--- src/rtl/define.sv ---
// Shared gadget definitions for the platform game.
// GADGET_BIT_CNT : width of one gadget effect code.
// Effect codes   : values carried on the gadget effect buses.
`ifndef PLAT_DEFINE_SV
`define PLAT_DEFINE_SV

`define GADGET_BIT_CNT 3

`define GADGET_NONE 3'd0
`define EXPAND      3'd1
`define SHRINK      3'd2
`define GRAB        3'd3
`define SLOW        3'd4
`define FAST        3'd5

`endif

--- src/rtl/plat_seq_pkg.sv ---
// Types and constants shared by the frame sequencer and its testbench.
//   seq_state_e : frame sequencer FSM states
//   ERR_*       : bit positions inside o_err
//   gadget_t    : one gadget effect entry
//   EFF_*       : effect codes from define.sv
`ifndef PLAT_DEFINE_SV
`include "define.sv"
`endif

package plat_seq_pkg;

   localparam int GADGET_W = `GADGET_BIT_CNT;

   typedef enum logic [2:0] {
      ST_IDLE     = 3'd0,
      ST_REQ      = 3'd1,
      ST_RELEASE  = 3'd2,
      ST_DISPATCH = 3'd3,
      ST_DONE     = 3'd4
   } seq_state_e;

   localparam int ERR_ACK_TIMEOUT   = 0;
   localparam int ERR_FRAME_OVERRUN = 1;

   typedef logic [GADGET_W-1:0] gadget_t;

   localparam gadget_t EFF_NONE   = `GADGET_NONE;
   localparam gadget_t EFF_EXPAND = `EXPAND;
   localparam gadget_t EFF_SHRINK = `SHRINK;
   localparam gadget_t EFF_GRAB   = `GRAB;
   localparam gadget_t EFF_SLOW   = `SLOW;
   localparam gadget_t EFF_FAST   = `FAST;

endpackage

--- src/rtl/gadget_fifo.sv ---
// Synchronous FIFO holding caught gadget effects until the frame
// sequencer delivers them to the platform.
//   clk, rst_n   : clock, async active-low reset
//   i_flush      : synchronous clear (wins over push/pop)
//   i_push       : write i_push_data (accepted when not full, or when popping)
//   i_pop        : drop the head entry (ignored when empty)
//   o_head       : current head entry
//   o_full/o_empty/o_count : occupancy
module gadget_fifo #(
   parameter  int DEPTH = 4,
   parameter  int WIDTH = 3,
   localparam int PTR_W = $clog2(DEPTH),
   localparam int CNT_W = PTR_W + 1
) (
   input  logic             clk,
   input  logic             rst_n,
   input  logic             i_flush,
   input  logic             i_push,
   input  logic [WIDTH-1:0] i_push_data,
   input  logic             i_pop,
   output logic [WIDTH-1:0] o_head,
   output logic             o_full,
   output logic             o_empty,
   output logic [CNT_W-1:0] o_count
);

   logic [WIDTH-1:0] mem_q [DEPTH];
   logic [PTR_W-1:0] wr_ptr_q, wr_ptr_d;
   logic [PTR_W-1:0] rd_ptr_q, rd_ptr_d;
   logic [CNT_W-1:0] count_q, count_d;
   logic             do_push, do_pop, full, empty;

   assign full  = (count_q == CNT_W'(DEPTH));
   assign empty = (count_q == '0);

   // A pop frees the head slot in the same cycle, so a full FIFO can
   // still accept a push alongside it.
   assign do_pop  = i_pop && !empty && !i_flush;
   assign do_push = i_push && (!full || do_pop) && !i_flush;

   always_comb begin
      wr_ptr_d = wr_ptr_q;
      rd_ptr_d = rd_ptr_q;
      count_d  = count_q;
      if (i_flush) begin
         wr_ptr_d = '0;
         rd_ptr_d = '0;
         count_d  = '0;
      end else begin
         if (do_push) wr_ptr_d = wr_ptr_q + PTR_W'(1);
         if (do_pop)  rd_ptr_d = rd_ptr_q + PTR_W'(1);
         count_d = count_q + CNT_W'(do_push) - CNT_W'(do_pop);
      end
   end

   always_ff @(posedge clk or negedge rst_n) begin
      if (!rst_n) begin
         wr_ptr_q <= '0;
         rd_ptr_q <= '0;
         count_q  <= '0;
      end else begin
         wr_ptr_q <= wr_ptr_d;
         rd_ptr_q <= rd_ptr_d;
         count_q  <= count_d;
      end
   end

   // Storage needs no reset: entries are only read once count says valid.
   always_ff @(posedge clk) begin
      if (do_push) mem_q[wr_ptr_q] <= i_push_data;
   end

   assign o_head  = mem_q[rd_ptr_q];
   assign o_full  = full;
   assign o_empty = empty;
   assign o_count = count_q;

endmodule

--- src/rtl/plat_frame_sequencer.sv ---
// Per-frame controller for the platform block. On each frame strobe it
// runs the position-update req/ack handshake with the platform, then
// hands up to MAX_PER_FRAME buffered gadget effects to the platform, one
// per cycle. Caught gadgets from NUM_SRC slots are round-robin
// arbitrated into a FIFO so the platform gadget input has one source.
//   clk, rst_n             : clock, async active-low reset
//   i_game_start           : synchronous flush of all sequencer state
//   i_cal_frame            : one-cycle frame strobe
//   i_gadget_valid/effect  : per-slot caught gadget, effect n at [n*W +: W]
//   o_gadget_ready         : one-hot accept pulse back to the slot
//   o_plat_req, i_plat_ack : position-update handshake
//   o_plat_gadget_effect   : effect delivered to the platform (held)
//   o_plat_receive_gadget  : one-cycle strobe with each delivery
//   o_frame_done           : one-cycle pulse at end of frame sequence
//   o_err                  : sticky, [0] ack timeout, [1] frame overrun
//
// state    | meaning
// ---------+-----------------------------------------------------------
// IDLE     | waiting for i_cal_frame
// REQ      | o_plat_req high, waiting for ack or timeout
// RELEASE  | req dropped for one cycle so the platform clears ack
// DISPATCH | popping FIFO entries to the platform, one per cycle
// DONE     | o_frame_done high for one cycle
module plat_frame_sequencer
   import plat_seq_pkg::*;
#(
   parameter int NUM_SRC       = 4,
   parameter int FIFO_DEPTH    = 4,
   parameter int MAX_PER_FRAME = 2,
   parameter int ACK_TIMEOUT   = 15
) (
   input  logic                         clk,
   input  logic                         rst_n,
   input  logic                         i_game_start,
   input  logic                         i_cal_frame,
   input  logic [NUM_SRC-1:0]           i_gadget_valid,
   input  logic [NUM_SRC*GADGET_W-1:0]  i_gadget_effect,
   output logic [NUM_SRC-1:0]           o_gadget_ready,
   output logic                         o_plat_req,
   input  logic                         i_plat_ack,
   output logic [GADGET_W-1:0]          o_plat_gadget_effect,
   output logic                         o_plat_receive_gadget,
   output logic                         o_frame_done,
   output logic [1:0]                   o_err
);

   localparam int SRC_W = (NUM_SRC > 1) ? $clog2(NUM_SRC) : 1;
   localparam int TMO_W = $clog2(ACK_TIMEOUT + 1);
   localparam int DLV_W = $clog2(MAX_PER_FRAME + 1);
   localparam int CNT_W = $clog2(FIFO_DEPTH) + 1;

   seq_state_e         state_q, state_d;
   logic [TMO_W-1:0]   tmo_cnt_q, tmo_cnt_d;
   logic [DLV_W-1:0]   dlv_cnt_q, dlv_cnt_d;
   logic [SRC_W-1:0]   rr_ptr_q, rr_ptr_d;
   logic               plat_req_q, plat_req_d;
   gadget_t            plat_eff_q, plat_eff_d;
   logic               plat_rx_q, plat_rx_d;
   logic [NUM_SRC-1:0] ready_q, ready_d;
   logic               frame_done_q, frame_done_d;
   logic [1:0]         err_q, err_d;

   gadget_t            slot_eff [NUM_SRC];
   logic               grant_vld;
   logic [SRC_W-1:0]   grant_idx;
   logic               push, pop;
   gadget_t            fifo_head;
   logic               fifo_full, fifo_empty;
   logic [CNT_W-1:0]   unused_fifo_count;

   for (genvar n = 0; n < NUM_SRC; n++) begin : g_slot
      assign slot_eff[n] = i_gadget_effect[n*GADGET_W +: GADGET_W];
   end

   // First valid slot at or after the pointer, wrapping. A slot whose
   // ready pulse is out this cycle still shows valid, so it is skipped.
   always_comb begin
      grant_vld = 1'b0;
      grant_idx = '0;
      for (int i = 0; i < NUM_SRC; i++) begin : scan
         logic [SRC_W-1:0] cand;
         cand = SRC_W'((int'(rr_ptr_q) + i) % NUM_SRC);
         if (!grant_vld && i_gadget_valid[cand] && !ready_q[cand]) begin
            grant_vld = 1'b1;
            grant_idx = cand;
         end
      end
   end

   assign pop  = (state_q == ST_DISPATCH) && !fifo_empty &&
                 (dlv_cnt_q < DLV_W'(MAX_PER_FRAME)) && !i_game_start;
   assign push = grant_vld && (!fifo_full || pop) && !i_game_start;

   gadget_fifo #(
      .DEPTH (FIFO_DEPTH),
      .WIDTH (GADGET_W)
   ) u_fifo (
      .clk         (clk),
      .rst_n       (rst_n),
      .i_flush     (i_game_start),
      .i_push      (push),
      .i_push_data (slot_eff[grant_idx]),
      .i_pop       (pop),
      .o_head      (fifo_head),
      .o_full      (fifo_full),
      .o_empty     (fifo_empty),
      .o_count     (unused_fifo_count)
   );

   always_comb begin
      state_d      = state_q;
      tmo_cnt_d    = tmo_cnt_q;
      dlv_cnt_d    = dlv_cnt_q;
      rr_ptr_d     = rr_ptr_q;
      plat_req_d   = plat_req_q;
      plat_eff_d   = plat_eff_q;
      plat_rx_d    = 1'b0;
      ready_d      = '0;
      frame_done_d = 1'b0;
      err_d        = err_q;

      if (push) begin
         ready_d[grant_idx] = 1'b1;
         rr_ptr_d = (grant_idx == SRC_W'(NUM_SRC - 1)) ? '0
                                                       : grant_idx + SRC_W'(1);
      end

      if (pop) begin
         plat_eff_d = fifo_head;
         plat_rx_d  = 1'b1;
      end

      if (i_cal_frame && (state_q != ST_IDLE)) err_d[ERR_FRAME_OVERRUN] = 1'b1;

      case (state_q)
         ST_IDLE: begin
            if (i_cal_frame) begin
               state_d    = ST_REQ;
               plat_req_d = 1'b1;
               tmo_cnt_d  = TMO_W'(ACK_TIMEOUT - 1);
               dlv_cnt_d  = '0;
            end
         end
         ST_REQ: begin
            // Ack takes precedence over a timeout landing in the same cycle.
            if (i_plat_ack) begin
               state_d    = ST_RELEASE;
               plat_req_d = 1'b0;
            end else if (tmo_cnt_q == '0) begin
               state_d    = ST_DISPATCH;
               plat_req_d = 1'b0;
               err_d[ERR_ACK_TIMEOUT] = 1'b1;
            end else begin
               tmo_cnt_d = tmo_cnt_q - TMO_W'(1);
            end
         end
         ST_RELEASE: begin
            state_d = ST_DISPATCH;
         end
         ST_DISPATCH: begin
            if (pop) begin
               dlv_cnt_d = dlv_cnt_q + DLV_W'(1);
            end else begin
               state_d      = ST_DONE;
               frame_done_d = 1'b1;
            end
         end
         ST_DONE: begin
            state_d = ST_IDLE;
         end
         default: begin
            state_d = ST_IDLE;
         end
      endcase

      // Game start mirrors the platform clearing its own effect registers,
      // so nothing queued before it may reach the platform afterwards.
      if (i_game_start) begin
         state_d      = ST_IDLE;
         rr_ptr_d     = '0;
         plat_req_d   = 1'b0;
         plat_eff_d   = '0;
         plat_rx_d    = 1'b0;
         ready_d      = '0;
         frame_done_d = 1'b0;
         err_d        = '0;
      end
   end

   always_ff @(posedge clk or negedge rst_n) begin
      if (!rst_n) begin
         state_q      <= ST_IDLE;
         tmo_cnt_q    <= '0;
         dlv_cnt_q    <= '0;
         rr_ptr_q     <= '0;
         plat_req_q   <= 1'b0;
         plat_eff_q   <= '0;
         plat_rx_q    <= 1'b0;
         ready_q      <= '0;
         frame_done_q <= 1'b0;
         err_q        <= '0;
      end else begin
         state_q      <= state_d;
         tmo_cnt_q    <= tmo_cnt_d;
         dlv_cnt_q    <= dlv_cnt_d;
         rr_ptr_q     <= rr_ptr_d;
         plat_req_q   <= plat_req_d;
         plat_eff_q   <= plat_eff_d;
         plat_rx_q    <= plat_rx_d;
         ready_q      <= ready_d;
         frame_done_q <= frame_done_d;
         err_q        <= err_d;
      end
   end

   assign o_gadget_ready        = ready_q;
   assign o_plat_req            = plat_req_q;
   assign o_plat_gadget_effect  = plat_eff_q;
   assign o_plat_receive_gadget = plat_rx_q;
   assign o_frame_done          = frame_done_q;
   assign o_err                 = err_q;

endmodule

--- config.mk ---
export PLATFORM = sky130hd
export DESIGN_NAME = plat_frame_sequencer
export DESIGN_NICKNAME = d
export VERILOG_FILES = /design/src/rtl/plat_seq_pkg.sv /design/src/rtl/gadget_fifo.sv /design/src/rtl/plat_frame_sequencer.sv
export VERILOG_INCLUDE_DIRS = /design/src /design/src/rtl
export SDC_FILE = /design/constraint.sdc
export NUM_CORES = 1
export LEC_CHECK = 0
export BUFFER_PORTS_ARGS = -buffer_cell sky130_fd_sc_hd__buf_2
export CAP_MARGIN = 15
export CORE_ASPECT_RATIO = 1.75
export CORE_UTILIZATION = 46
export DETAILED_ROUTE_END_ITERATION = 7
export PLACE_DENSITY = 0.67
export SLEW_MARGIN = 20
export SYNTH_ARGS = -nofsm -noshare
export SYNTH_HDL_FRONTEND = slang
export SYNTH_HIERARCHICAL = 1
export SYNTH_SLANG_ARGS = --single-unit
--- constraint.sdc ---
create_clock -name clk -period 6.97 [get_ports clk]
set_clock_uncertainty 0.1 [all_clocks]
set_input_delay 0.697 -clock clk [delete_from_list [all_inputs] [get_ports clk]]
set_output_delay 0.697 -clock clk [all_outputs]
set_load 0.01 [all_outputs]
; Word level (Yosys, flattened, before mapping)
; Memories as Yosys holds them, arrays and structs flattened.
; Index checks and enable logic that the tools add are counted.
[totals]
ff_bits = 30
mem_bits_rw = 12
out_inout_bits = 12
wordCells = 167
mem_count = 1
[memory_table]
columns = memory, depth, width, rd, rd_clocked_by_memory_dff, write_ports, line
row1 = u_fifo.mem_q, 4, 3, 1, 0, 1, gadget_fifo.sv:27  ; logic [WIDTH-1:0] mem_q [DEPTH];
[op_classes]
n_addsub = 10
magnitude_cmp = 8
n_eq_ne = 13
mux = 71
bitwise_logic = 1
reduce_logical = 49
[ops]
columns = op, n
row1 = 3-bit 2-to-1 mux, 10
row2 = 1-bit 2-to-1 mux, 28
row3 = 2-bit 2-to-1 mux, 14
row4 = 4-bit 2-to-1 mux, 5
row5 = 1-bit logical AND, 18
row6 = 2-bit nonzero test, 9
row7 = 1-bit binary-select mux with 2-bit select, 8
row8 = "2-bit by 3-bit less-than comparator with 1-bit output, second input constant", 5
row9 = 3-bit one-hot mux with 4 select lines, 1
row10 = 3-bit AND reduction, 4
row11 = "2-bit by 1-bit adder with 2-bit output, second input constant", 5
row12 = 1-bit zero test, 10
row13 = "2-bit inequality test, second input constant", 5
row14 = 4-bit one-hot mux with 2 select lines, 1
row15 = 3-bit binary-select mux with 2-bit select, 1
row16 = "3-bit by 2-bit equality test with 1-bit output, second input constant", 2
row17 = 3-bit zero test, 2
row18 = "3-bit inequality test, second input constant", 2
row19 = 3-bit nonzero test, 2
row20 = "2-bit adder, second input constant", 2
row21 = 4-bit zero test, 1
row22 = "4-bit inequality test, second input constant", 1
row23 = 2-bit one-hot mux with 2 select lines, 1
row24 = 4-bit AND reduction, 1
row25 = other kinds (13), 14

; Longest topological paths before layout
; Gate-level depths: netlist of the first run.
[depth]
depth_word = 24
ltp_mapped = 15
mapped_depth_nobuf = 14

; Modules after synthesis
; Netlist of the first run, hierarchy kept.
[by_module_without_submodules]
columns = module, n_inst, cells_per_inst, area_each_um2
row1 = plat_frame_sequencer, 1, 141, 1291.2
row2 = gadget_fifo, 1, 63, 913.4

; Least setup slack after synthesis of the first run
; No wires, ideal clock.
[synth_path]
path_type = reg-to-reg
from = reg u_fifo.count_q[1] (netlist: u_fifo/o_count[1])
to = reg u_fifo.count_q[2] (netlist: u_fifo/o_count[2])
setup_ns = 0.131
arrival_time_ns = 3.046
setup_slack_ns = 3.693
path_stages_with_launch = 15
path_buffers = 1
path_cell_list = dfrtp_1 nor3_1 or3_4 or2_1 buf_2 a211oi_2 nor3b_1 inv_1 ha_1 inv_1 ha_1 inv_1 fa_1 xnor2_1 nor2_1
[synth_between]
elab_chain_len = 13
word_cells_on_any_way = 18
classes_between = add/sub (2) / eq/ne (1) / mux (1) / reduce/logical (14)
[synth_rtl]
columns = element, line
row1 = start: declaration, gadget_fifo.sv:30  ; logic [CNT_W-1:0] count_q, count_d;
row2 = start signal: assignment, gadget_fifo.sv:64  ; count_q <= count_d;
row3 = 3-bit zero test, gadget_fifo.sv:34  ; assign empty = (count_q == '0);
row4 = via fifo_empty, plat_frame_sequencer.sv:68  ; logic fifo_full, fifo_empty;
row5 = 1-bit zero test, plat_frame_sequencer.sv:90  ; assign pop = (state_q == ST_DISPATCH) && !fifo_empty &&
row6 = 1-bit logical AND (2 in series), plat_frame_sequencer.sv:90
row7 = 1-bit logical AND, plat_frame_sequencer.sv:91  ; (dlv_cnt_q < DLV_W'(MAX_PER_FRAME)) && !i_game_start;
row8 = 1-bit logical OR, plat_frame_sequencer.sv:92  ; assign push = grant_vld && (!fifo_full || pop) && !i_game_start;
row9 = 1-bit logical AND (2 in series), plat_frame_sequencer.sv:92
row10 = via push, plat_frame_sequencer.sv:66  ; logic push, pop;
row11 = 1-bit logical AND (2 in series), gadget_fifo.sv:39  ; assign do_push = i_push && (!full || do_pop) && !i_flush;
row12 = 3-bit by 1-bit adder with 3-bit output, gadget_fifo.sv:52  ; count_d = count_q + CNT_W'(do_push) - CNT_W'(do_pop);
row13 = 3-bit by 1-bit subtractor with 3-bit output, gadget_fifo.sv:52
row14 = 3-bit 2-to-1 mux, gadget_fifo.sv:45  ; if (i_flush) begin
row15 = via u_fifo.count_d[2], gadget_fifo.sv:30
; The timed path passes the listed nets, and every way through them passes these cells.
; A chain may end at the register's enable or synchronous reset.

; Final worst setup path of the first run
; Ends and elaborated chain as after synthesis.

==> results of run 1 <==
[worst paths after layout]
path | startpoint | cells past startpoint | to | slack, ns
min reg2reg | o_err[0] | 2 | o_err[0] | 0.40
min in group clk | o_err[0] | 2 | o_err[0] | 0.40
max reg2reg | u_fifo/o_count[1] | 13 | u_fifo/o_count[2] | 3.35
max | u_fifo/o_count[1] | 13 | u_fifo/o_count[2] | 3.35
max in group asynchronous | rst_n | 1 | o_plat_gadget_effect[0] | 6.00
min | rst_n | 1 | o_gadget_ready[3] | 0.33
[cell families (layout without fill, tap and decap cells)]
group,Yosys count,after routing,share of synthesized area
compound gates,39,39,0.119
xor+xnor,4,4,0.0159
fa+ha+maj,9,9,0.0545
buf+inv,22,53,0.0477
flops,42,42,0.504
mux,10,10,0.0653
simple gates,78,78,0.194
[worst reg2reg max path, stage by stage (launching register included)]
cell      delay [ns]
dfrtp_1         0.52
nor3_1          0.09
or3_4           0.40
or2_1           0.35
a211oi_2        0.44
nor3b_1         0.42
inv_1           0.09
ha_1            0.27
inv_1           0.06
ha_1            0.13
inv_1           0.05
fa_1            0.37
xnor2_1         0.16
nor2_1          0.05
[power by group]
group,internal [uW],switching [uW]
combinational,72.1,96.7
sequential,293,23.0
clock,92.7,80.0
[registers in the layout (all words and copies together) (netlist names)]
name / flops
u_fifo/rd_ptr_q: 2
dlv_cnt_q: 2
o_plat_req: 1
u_fifo/wr_ptr_q: 2
o_plat_gadget_effect: 3
o_frame_done: 1
o_err: 2
o_plat_receive_gadget: 1
state_q: 3
u_fifo/o_count: 3
o_gadget_ready: 4
tmo_cnt_q: 4
rr_ptr_q: 2
u_fifo/mem_q: 12
[layout make-up]
cell class | instances | area share
repair buffers | 32 | 0.0647
inverters | 13 | 0.0197
well taps | 52 | 0.0263
flip-flops and latches | 42 | 0.449
multi-input cells | 140 | 0.399
clock buffers | 8 | 0.0410
[metal layers]
metal | up-vias | share of wire | global-route usage
met5 | - | 0 | 0
met1 | 774 | 0.38 | 0.199
met4 | 0 | 0.018 | 0.0769
met2 | 18 | 0.58 | 0.368
li1 | 772 | - | -
met3 | 6 | 0.024 | 0.0341
[synth_stat cells, types with 4 or more instances]
cell type / count / area share
mux2i_1: 5 / 0.023
nor3b_1: 5 / 0.017
nand2_1: 19 / 0.032
dfrtp_1: 30 / 0.34
clkbuf_1: 4 / 0.0068
a21oi_1: 13 / 0.030
o21ai_0: 7 / 0.016
inv_1: 12 / 0.020
ha_1: 8 / 0.045
nand2b_1: 4 / 0.011
edfxtp_1: 12 / 0.16
and2_1: 5 / 0.014
nor2_1: 19 / 0.032
[cell usage in the layout, fill, tap and decap left out, types with 3 or more instances in the layout]
master	n
a21oi_1	13
a32oi_1	3
and2_1	5
buf_2	32
clkbuf_8	5
dfrtp_1	30
edfxtp_1	12
ha_1	8
inv_1	12
mux2i_1	5
mux4_2	3
nand2_1	19
nand2b_1	4
nand3_1	3
nor2_1	19
nor2b_1	3
nor3b_1	5
nor4b_1	3
o21ai_0	7
xor2_1	3
[per-stage QoR]
step,cells,power (uW)
6_report,287,658
5_1_grt,287,703
4_1_cts,287,669
2_1_floorplan,204,443
3_5_place_dp,279,494
3_3_place_gp,279,491
==> run summary, run 1 <==
status -> finished, final reports clean
Warnings, synthesis -> 6
Worst path most repeated cell -> inv_1
CTS Buf Count -> 5
VDD IR max -> 226 uV
Slew HR -> 0.535
CTS Hold Buffers Added -> 0
WL/cell -> 14.9 um
Register Area -> 1110 sq um
Rows -> 33
post-route ant nets -> 0
cts repair resizes -> 0
placed inst area -> 2370 sq um
CP endpoint kind -> flip-flop
number of enable flip-flop cells after synthesis -> 12
#FFs+latches synth -> 42
Tmin final -> 3.62 ns
Largest stage delay, worst path -> 0.52 ns
CP Max Fanout -> 7
placer congestion estimate -> 0.710
register area share after synthesis -> 0.504
DP Worst Slack -> 3.32 ns
FILL cells -> 439
LEAKAGE -> 0.00113 uW
arrival time at the worst endpoint -> 3.69 ns
asr flop ratio synth -> 0.714
drt first-iter violations -> 20
Port Buf Inserts -> 32
Startpoint Class -> flip-flop
initial antenna violation count -> 0
CTS root buffer -> clkbuf_8
number of global-route vias before repair -> 1583
Post-Syn Area per Cell -> 10.8 sq um
Hold Crit Class -> input pin to asynchronous set/reset pin
CP top delay family -> simple AND/OR/NAND/NOR gates
layout cell share with drive strength beyond 1 -> 0.230
syn nets -> 234
H-tree depth -> 2
Critical Path RT -> 7.04 ns
clk_lat worst skew -> 0.29 ns
Inserted Diodes -> 0
maximum clock frequency -> 0.276 GHz
WL final -> 4.28 mm
CP Buf/Inv Count -> 3
worst hold slack -> 0.335 ns
max cap viols -> 0
drt pass-1 iters -> 4
Layout Cell Area excl Fill -> 2470 sq um
Die ar. -> 5080 sq um
final setup fails -> 0
library cells used by synthesis -> 53
Cell Chain, Critical Path -> nor3_1 -> or3_4 -> or2_1 -> a211oi_2 -> nor3b_1 -> inv_1 -> ha_1 -> inv_1 -> ha_1 -> inv_1 -> fa_1 -> xnor2_1 -> nor2_1
Die X-Extent -> 54.3 um
post-synthesis cell area -> 2200 sq um
Nets -> 264
area of the multi-input gates -> 988 sq um
GRT overflow -> 0
clk sinks -> 42
DRC -> 0
pin count of the biggest net entering global routing -> 31
Worst-Margin Slew -> 0.690 ns
CTS tree -> done
I/O Pins -> 33
Final Hold Viols -> 0
Reg clk slew, reported paths -> 0.08 ns
GRT Overall Usage -> 0.196
Setup Buffers After CTS -> 0
Core ar. -> 4620 sq um
RSZ-0062 raised after global routing -> no
Setup TNS -> 0 ns
global-route wire length before repair -> 7.09 mm
clock tree buffer depth -> 2
vias per cell -> 5.47
Syn-to-layout area delta -> 12.3%
Crit-path slowest cell -> dfrtp_1
final core occ -> 0.535
fin crit share -> 0.520
Initial Util -> 0.477
Setup CP Type -> flip-flop to flip-flop
Synth Flop Type -> dfrtp_1
post-route setup slack -> 3.35 ns
final HPWL from detailed placement -> 3.27 mm
Chip Height -> 93.6 um
Mapped Cells -> 204
Max Slew Vio Count -> 0
total via count in the routed design -> 1570
PwrDens -> 266 nW/um^2
No activity file was read; power rests on OpenSTA's default activity.
==> inputs of run 2 (changes only) <==
--- a/config.mk
+++ b/config.mk
@@ -11,7 +11,7 @@
 export CORE_ASPECT_RATIO = 1.75
 export CORE_UTILIZATION = 46
 export DETAILED_ROUTE_END_ITERATION = 7
-export PLACE_DENSITY = 0.67
+export PLACE_DENSITY = 0.69
 export SLEW_MARGIN = 20
 export SYNTH_ARGS = -nofsm -noshare
 export SYNTH_HDL_FRONTEND = slang
==> constraint.sdc (replaced) <==
create_clock -name clk -period 3.1 [get_ports clk]
set_clock_uncertainty 0.1 [all_clocks]
set_input_delay 0.31 -clock clk [delete_from_list [all_inputs] [get_ports clk]]
set_output_delay 0.31 -clock clk [all_outputs]
set_load 0.01 [all_outputs]
==> run summary, run 2 (synthesis results as in run 1) <==
Nets -> 278 (was 264)
Startpoint Class -> flip-flop (unchanged)
number of flip-flops in the largest register -> 12 (unchanged)
CTS Hold Buffers Added -> 1 (was 0)
arrival time at the worst endpoint -> 2.99 ns (was 3.69 ns)
Inserted Diodes -> 0 (unchanged)
met3 GRT Util -> 0.0439 (was 0.0341)
LEAKAGE -> 0.00120 uW (was 0.00113 uW)
clock tree buffer depth -> 2 (unchanged)
Chip Height -> 93.6 um (unchanged)
PwrDens -> 575 nW/um^2 (was 266 nW/um^2)
placer congestion estimate -> 0.739 (was 0.710)
Rows -> 33 (unchanged)
CTS root buffer -> clkbuf_8 (unchanged)
Syn-to-layout area delta -> 17.0% (was 12.3%)
initial antenna violation count -> 0 (unchanged)
GRT overflow -> 0 (unchanged)
H-tree depth -> 2 (unchanged)
met1 Use GR -> 0.184 (was 0.199)
global route hottest layer -> met2 (unchanged)
Setup TNS -> 0 ns (unchanged)
status -> finished, final reports clean (unchanged)
total power draw -> 1480 uW (was 658 uW)
CP Max Fanout -> 4 (was 7)
Die X-Extent -> 54.3 um (unchanged)
Port Buf Inserts -> 32 (unchanged)
part of the power in registers -> 0.472 (was 0.481)
Die ar. -> 5080 sq um (unchanged)
maximum clock frequency -> 0.343 GHz (was 0.276 GHz)
Initial Util -> 0.477 (unchanged)
Largest Register -> u_fifo/mem_q (unchanged)
DRC -> 0 (unchanged)
switching share of total power -> 0.312 (was 0.304)
CP endpoint kind -> flip-flop (unchanged)
total via count in the routed design -> 1625 (was 1570)
pin count of the biggest net entering global routing -> 31 (unchanged)
post-route setup slack -> 0.186 ns (was 3.35 ns)
GRT Overall Usage -> 0.193 (was 0.196)
RSZ-0062 raised after global routing -> no (unchanged)
drt first-iter violations -> 32 (was 20)
DP Worst Slack -> 0.183 ns (was 3.32 ns)
layout cell share with drive strength beyond 1 -> 0.281 (was 0.230)
Core ar. -> 4620 sq um (unchanged)
VDD IR max -> 349 uV (was 226 uV)
Net Switching -> 462 uW (was 200 uW)
post-route ant nets -> 0 (unchanged)
Critical Path RT -> 3.18 ns (was 7.04 ns)
final HPWL from detailed placement -> 3.33 mm (was 3.27 mm)
Tmin final -> 2.91 ns (was 3.62 ns)
most common cell after layout, fill and taps aside -> buf_2 (unchanged)
global-route wire length before repair -> 7.02 mm (was 7.09 mm)
Worst-Margin Slew -> 0.694 ns (was 0.690 ns)
cts repair resizes -> 0 (unchanged)
Slew HR -> 0.537 (was 0.535)
met2 Track Usage GR -> 0.367 (was 0.368)
Hold Crit Class -> input pin to flip-flop (was input pin to asynchronous set/reset pin)
fin crit share -> 0.940 (was 0.520)
final setup fails -> 0 (unchanged)
Gate power share -> 0.283 (was 0.257)
CTS Buf Count -> 5 (unchanged)
vias per cell -> 5.40 (was 5.47)
WL/cell -> 14.6 um (was 14.9 um)
Max Slew Vio Count -> 0 (unchanged)
Setup Buffers After CTS -> 0 (unchanged)
max cap viols -> 0 (unchanged)
I/O Pins -> 33 (unchanged)
clk sinks -> 42 (unchanged)
Reg clk slew, reported paths -> 0.08 ns (about the same)
Clk pwr share -> 0.245 (was 0.263)
drt pass-1 iters -> 4 (unchanged)
number of global-route vias before repair -> 1627 (was 1583)
Final Hold Viols -> 0 (unchanged)
Setup CP Type -> flip-flop to flip-flop (unchanged)
Int Pwr -> 1020 uW (was 458 uW)
WL final -> 4.39 mm (was 4.28 mm)
depth of the worst register-to-register path -> 14 (was 13)
most frequent cells in the layout -> buf_2 (32), dfrtp_1 (29), nand2_1 (19), nor2_1 (19) (was buf_2 (32), dfrtp_1 (30), nand2_1 (19), nor2_1 (19), a21oi_1 (13))
CTS tree -> done (unchanged)
Worst Hold Path Cells -> 3
clk_lat worst skew -> 0.29 ns (about the same)
## run 2: worst paths after layout
kind                                    from           endpoint  slack, ns
setup / recovery           u_fifo/o_count[2]  u_fifo/o_count[2]       0.19
hold / removal                   i_cal_frame           o_err[1]       0.25
setup reg to reg           u_fifo/o_count[2]  u_fifo/o_count[2]       0.19
hold reg to reg                     o_err[1]           o_err[1]       0.42
max in group asynchronous              rst_n  u_fifo/o_count[1]       1.91
min in group asynchronous              rst_n       tmo_cnt_q[1]       0.50
## run 2: power by group through the flow
stage / Sequential [uW] / Clock (uW) / Combinational [uW]
floorplan: 713 / 0 / 284
detailed placement: 712 / 0 / 421
global route: 707 / 392 / 475
finish: 700 / 364 / 419
global placement: 710 / 0 / 409
CTS: 700 / 369 / 424
## run 2: cell type report
class | instances | area (sq um)
repair buffers | 46 | 268
flip-flops and latches | 42 | 1110
multi-input cells | 140 | 993
clock buffers | 7 | 86.3
inverters | 13 | 48.8
fillers | 424 | 2050
well taps | 52 | 65.1
clock inverters | 1 | 5.00
## run 2: per-stage QoR
step | instance area (sq um) | instances | hold slack [ns] | util
after floorplan | 2210 | 204 | -0.0856 | -
after global placement | 2480 | 292 | 0.290 | 0.536
after detailed placement | 2480 | 292 | 0.300 | 0.536
after CTS | 2580 | 301 | 0.245 | 0.558
after global routing | 2580 | 301 | 0.290 | 0.558
final | 2580 | 301 | 0.251 | 0.558
## run 2: layer usage
metal / share of wire / vias up
li1: - / 802
met1: 0.38 / 791
met2: 0.57 / 23
met3: 0.027 / 9
met4: 0.020 / 0
met5: 0 / -
## run 2: critical path, stage by stage (launching register included)
cell	delay, ns
dfrtp_1	0.36
nor3_1	0.06
or3_4	0.39
or3_1	0.38
inv_1	0.12
nor4b_2	0.07
nor3b_2	0.19
inv_1	0.06
ha_1	0.26
inv_1	0.05
ha_1	0.12
inv_1	0.05
fa_1	0.37
xnor2_1	0.17
nor2_1	0.05
==> inputs of run 3 (changes only) <==
--- a/config.mk
+++ b/config.mk
@@ -9,9 +9,9 @@
 export BUFFER_PORTS_ARGS = -buffer_cell sky130_fd_sc_hd__buf_2
 export CAP_MARGIN = 15
 export CORE_ASPECT_RATIO = 1.75
-export CORE_UTILIZATION = 46
+export CORE_UTILIZATION = 51
 export DETAILED_ROUTE_END_ITERATION = 7
-export PLACE_DENSITY = 0.69
+export PLACE_DENSITY = 0.75
 export SLEW_MARGIN = 20
 export SYNTH_ARGS = -nofsm -noshare
 export SYNTH_HDL_FRONTEND = slang
==> run summary, run 3 (synthesis results as in run 1) <==
LEAKAGE -> 0.00120 uW (about the same)
Inserted Diodes -> 0 (unchanged)
Rows -> 31 (was 33)
clk_lat worst skew -> 0.29 ns (about the same)
worst hold slack -> 0.234 ns (was 0.251 ns)
Largest Register -> u_fifo/mem_q (unchanged)
Layout Cell Area excl Fill -> 2570 sq um (was 2580 sq um)
Die ar. -> 4600 sq um (was 5080 sq um)
part of the power in registers -> 0.472 (about the same)
Max Slew Vio Count -> 0 (unchanged)
placer congestion estimate -> 0.773 (was 0.739)
total via count in the routed design -> 1658 (was 1625)
post-route ant nets -> 0 (unchanged)
number of flip-flops in the largest register -> 12 (unchanged)
placed cells -> 289 (was 292)
most frequent cells in the layout -> buf_2 (32), dfrtp_1 (29), nand2_1 (19), nor2_1 (19) (unchanged)
status -> finished, final reports clean (unchanged)
Chip Height -> 89.0 um (was 93.6 um)
arrival time at the worst endpoint -> 2.97 ns (was 2.99 ns)
pin count of the biggest net entering global routing -> 31 (unchanged)
GRT overflow -> 0 (unchanged)
Net Switching -> 463 uW (was 462 uW)
Cell Chain, Critical Path -> nor3_1 -> or3_4 -> or3_1 -> inv_2 -> nor4b_2 -> nor3b_2 -> inv_1 -> ha_1 -> inv_1 -> ha_1 -> inv_1 -> fa_1 -> xnor2_1 -> nor2_1 (was nor3_1 -> or3_4 -> or3_1 -> inv_1 -> nor4b_2 -> nor3b_2 -> inv_1 -> ha_1 -> inv_1 -> ha_1 -> inv_1 -> fa_1 -> xnor2_1 -> nor2_1)
CP endpoint kind -> flip-flop (unchanged)
final setup fails -> 0 (unchanged)
maximum clock frequency -> 0.346 GHz (was 0.343 GHz)
clk sinks -> 42 (unchanged)
Non-Filler Instances -> 298 (was 301)
Slew HR -> 0.553 (was 0.537)
H-tree depth -> 2 (unchanged)
Tmin final -> 2.89 ns (was 2.91 ns)
Nets -> 278 (unchanged)
CP Max Fanout -> 4 (unchanged)
CTS tree -> done (unchanged)
number of global-route vias before repair -> 1689 (was 1627)
final HPWL from detailed placement -> 3.33 mm (about the same)
Reg clk slew, reported paths -> 0.08 ns (about the same)
Initial Util -> 0.531 (was 0.477)
global-route wire length before repair -> 7.29 mm (was 7.02 mm)
Syn-to-layout area delta -> 16.8% (was 17.0%)
drt first-iter violations -> 35 (was 32)
layout cell share with drive strength beyond 1 -> 0.285 (was 0.281)
most common cell after layout, fill and taps aside -> buf_2 (unchanged)
Clk pwr share -> 0.244 (was 0.245)
Setup TNS -> 0 ns (unchanged)
Die X-Extent -> 51.7 um (was 54.3 um)
WL final -> 4.37 mm (was 4.39 mm)
final core occ -> 0.620 (was 0.558)
Worst-Margin Slew -> 0.671 ns (was 0.694 ns)
Gate power share -> 0.283 (about the same)
WL/cell -> 14.7 um (was 14.6 um)
Crit-path slowest cell -> or3_4 (unchanged)
max cap viols -> 0 (unchanged)
Critical Path RT -> 3.18 ns (about the same)
clock tree buffer depth -> 2 (unchanged)
Largest stage delay, worst path -> 0.39 ns (about the same)
reg2reg setup slack -> 0.21 ns (was 0.19 ns)
drt pass-1 iters -> 4 (unchanged)
RSZ-0062 raised after global routing -> no (unchanged)
initial antenna violation count -> 0 (unchanged)
GRT Overall Usage -> 0.220 (was 0.193)
vias per cell -> 5.56 (was 5.40)
Final Hold Viols -> 0 (unchanged)
CTS root buffer -> clkbuf_8 (unchanged)
CP Buf/Inv Count -> 4 (unchanged)
Int Pwr -> 1020 uW (about the same)
Port Buf Inserts -> 32 (unchanged)
CP top delay family -> simple AND/OR/NAND/NOR gates (unchanged)
PwrDens -> 576 nW/um^2 (was 575 nW/um^2)
I/O Pins -> 33 (unchanged)
Core ar. -> 4150 sq um (was 4620 sq um)
placed inst area -> 2470 sq um (was 2480 sq um)
Startpoint Class -> flip-flop (unchanged)
VDD IR max -> 398 uV (was 349 uV)
Setup CP Type -> flip-flop to flip-flop (unchanged)
DRC -> 0 (unchanged)
CTS Buf Count -> 5 (unchanged)
Worst path most repeated cell -> inv_1 (unchanged)
switching share of total power -> 0.312 (about the same)
fin crit share -> 0.933 (was 0.940)
Hold Crit Class -> input pin to flip-flop (unchanged)
[run 3: cell counts in the layout (fill, tap and decap cells not counted)]
No cell type changed its count.
[run 3: repair_timing]
item,in CTS,in global routing
hold endpoints to repair,30,0
buffers inserted,0,0
gates resized for setup,0,1
endpoints found under the setup margin,0,1
hold buffers,1,0
[run 3: path summary, 6_finish.rpt]
path | start | end | depth (start not counted)
max | u_fifo/o_count[2] | u_fifo/o_count[2] | 14
min in group asynchronous | rst_n | tmo_cnt_q[1] | 2
max in group asynchronous | rst_n | u_fifo/o_count[1] | 2
max reg2reg | u_fifo/o_count[2] | u_fifo/o_count[2] | 14
min | i_cal_frame | o_err[1] | 3
min reg2reg | o_err[0] | o_err[0] | 2
[run 3: through the flow]
stage	setup WS [ns]	total power, uW
4_1_cts	0.164	1490
6_report	0.207	1480
5_1_grt	0.000956	1580
3_5_place_dp	0.186	1130
3_3_place_gp	0.227	1120
2_1_floorplan	0.00468	997
[run 3: tightest hold or removal path: stages]
cell and delay (ns):
buf_2 0.14, o21ai_0 0.08, a21oi_1 0.07
[run 3: layer usage]
layer | GRT usage | vias to the layer above | share of wire
met4 | 0.103 | 0 | 0.027
met5 | 0 | - | 0
met2 | 0.417 | 27 | 0.57
met1 | 0.217 | 810 | 0.38
met3 | 0.0510 | 12 | 0.024
li1 | - | 809 | -
[run 3: area by class of cell]
| cell class | count | area (sq um) |
|---|---|---|
| Sequential cell | 42 | 1110 |
| Fill cell | 349 | 1580 |
| Multi-Input combinational cell | 140 | 993 |
| Clock inverter | 1 | 5.00 |
| Clock buffer | 7 | 86.3 |
| Timing Repair Buffer | 46 | 268 |
| Tap cell | 49 | 61.3 |
| Inverter | 13 | 48.8 |
[run 3: power by group through the flow]
| stage | combinational [uW] | sequential (uW) | clock, uW |
|---|---|---|---|
| 4_1_cts | 425 | 700 | 367 |
| 3_3_place_gp | 407 | 709 | 0 |
| 3_5_place_dp | 421 | 712 | 0 |
| 5_1_grt | 478 | 708 | 392 |
| 6_report | 420 | 701 | 362 |
| 2_1_floorplan | 284 | 713 | 0 |
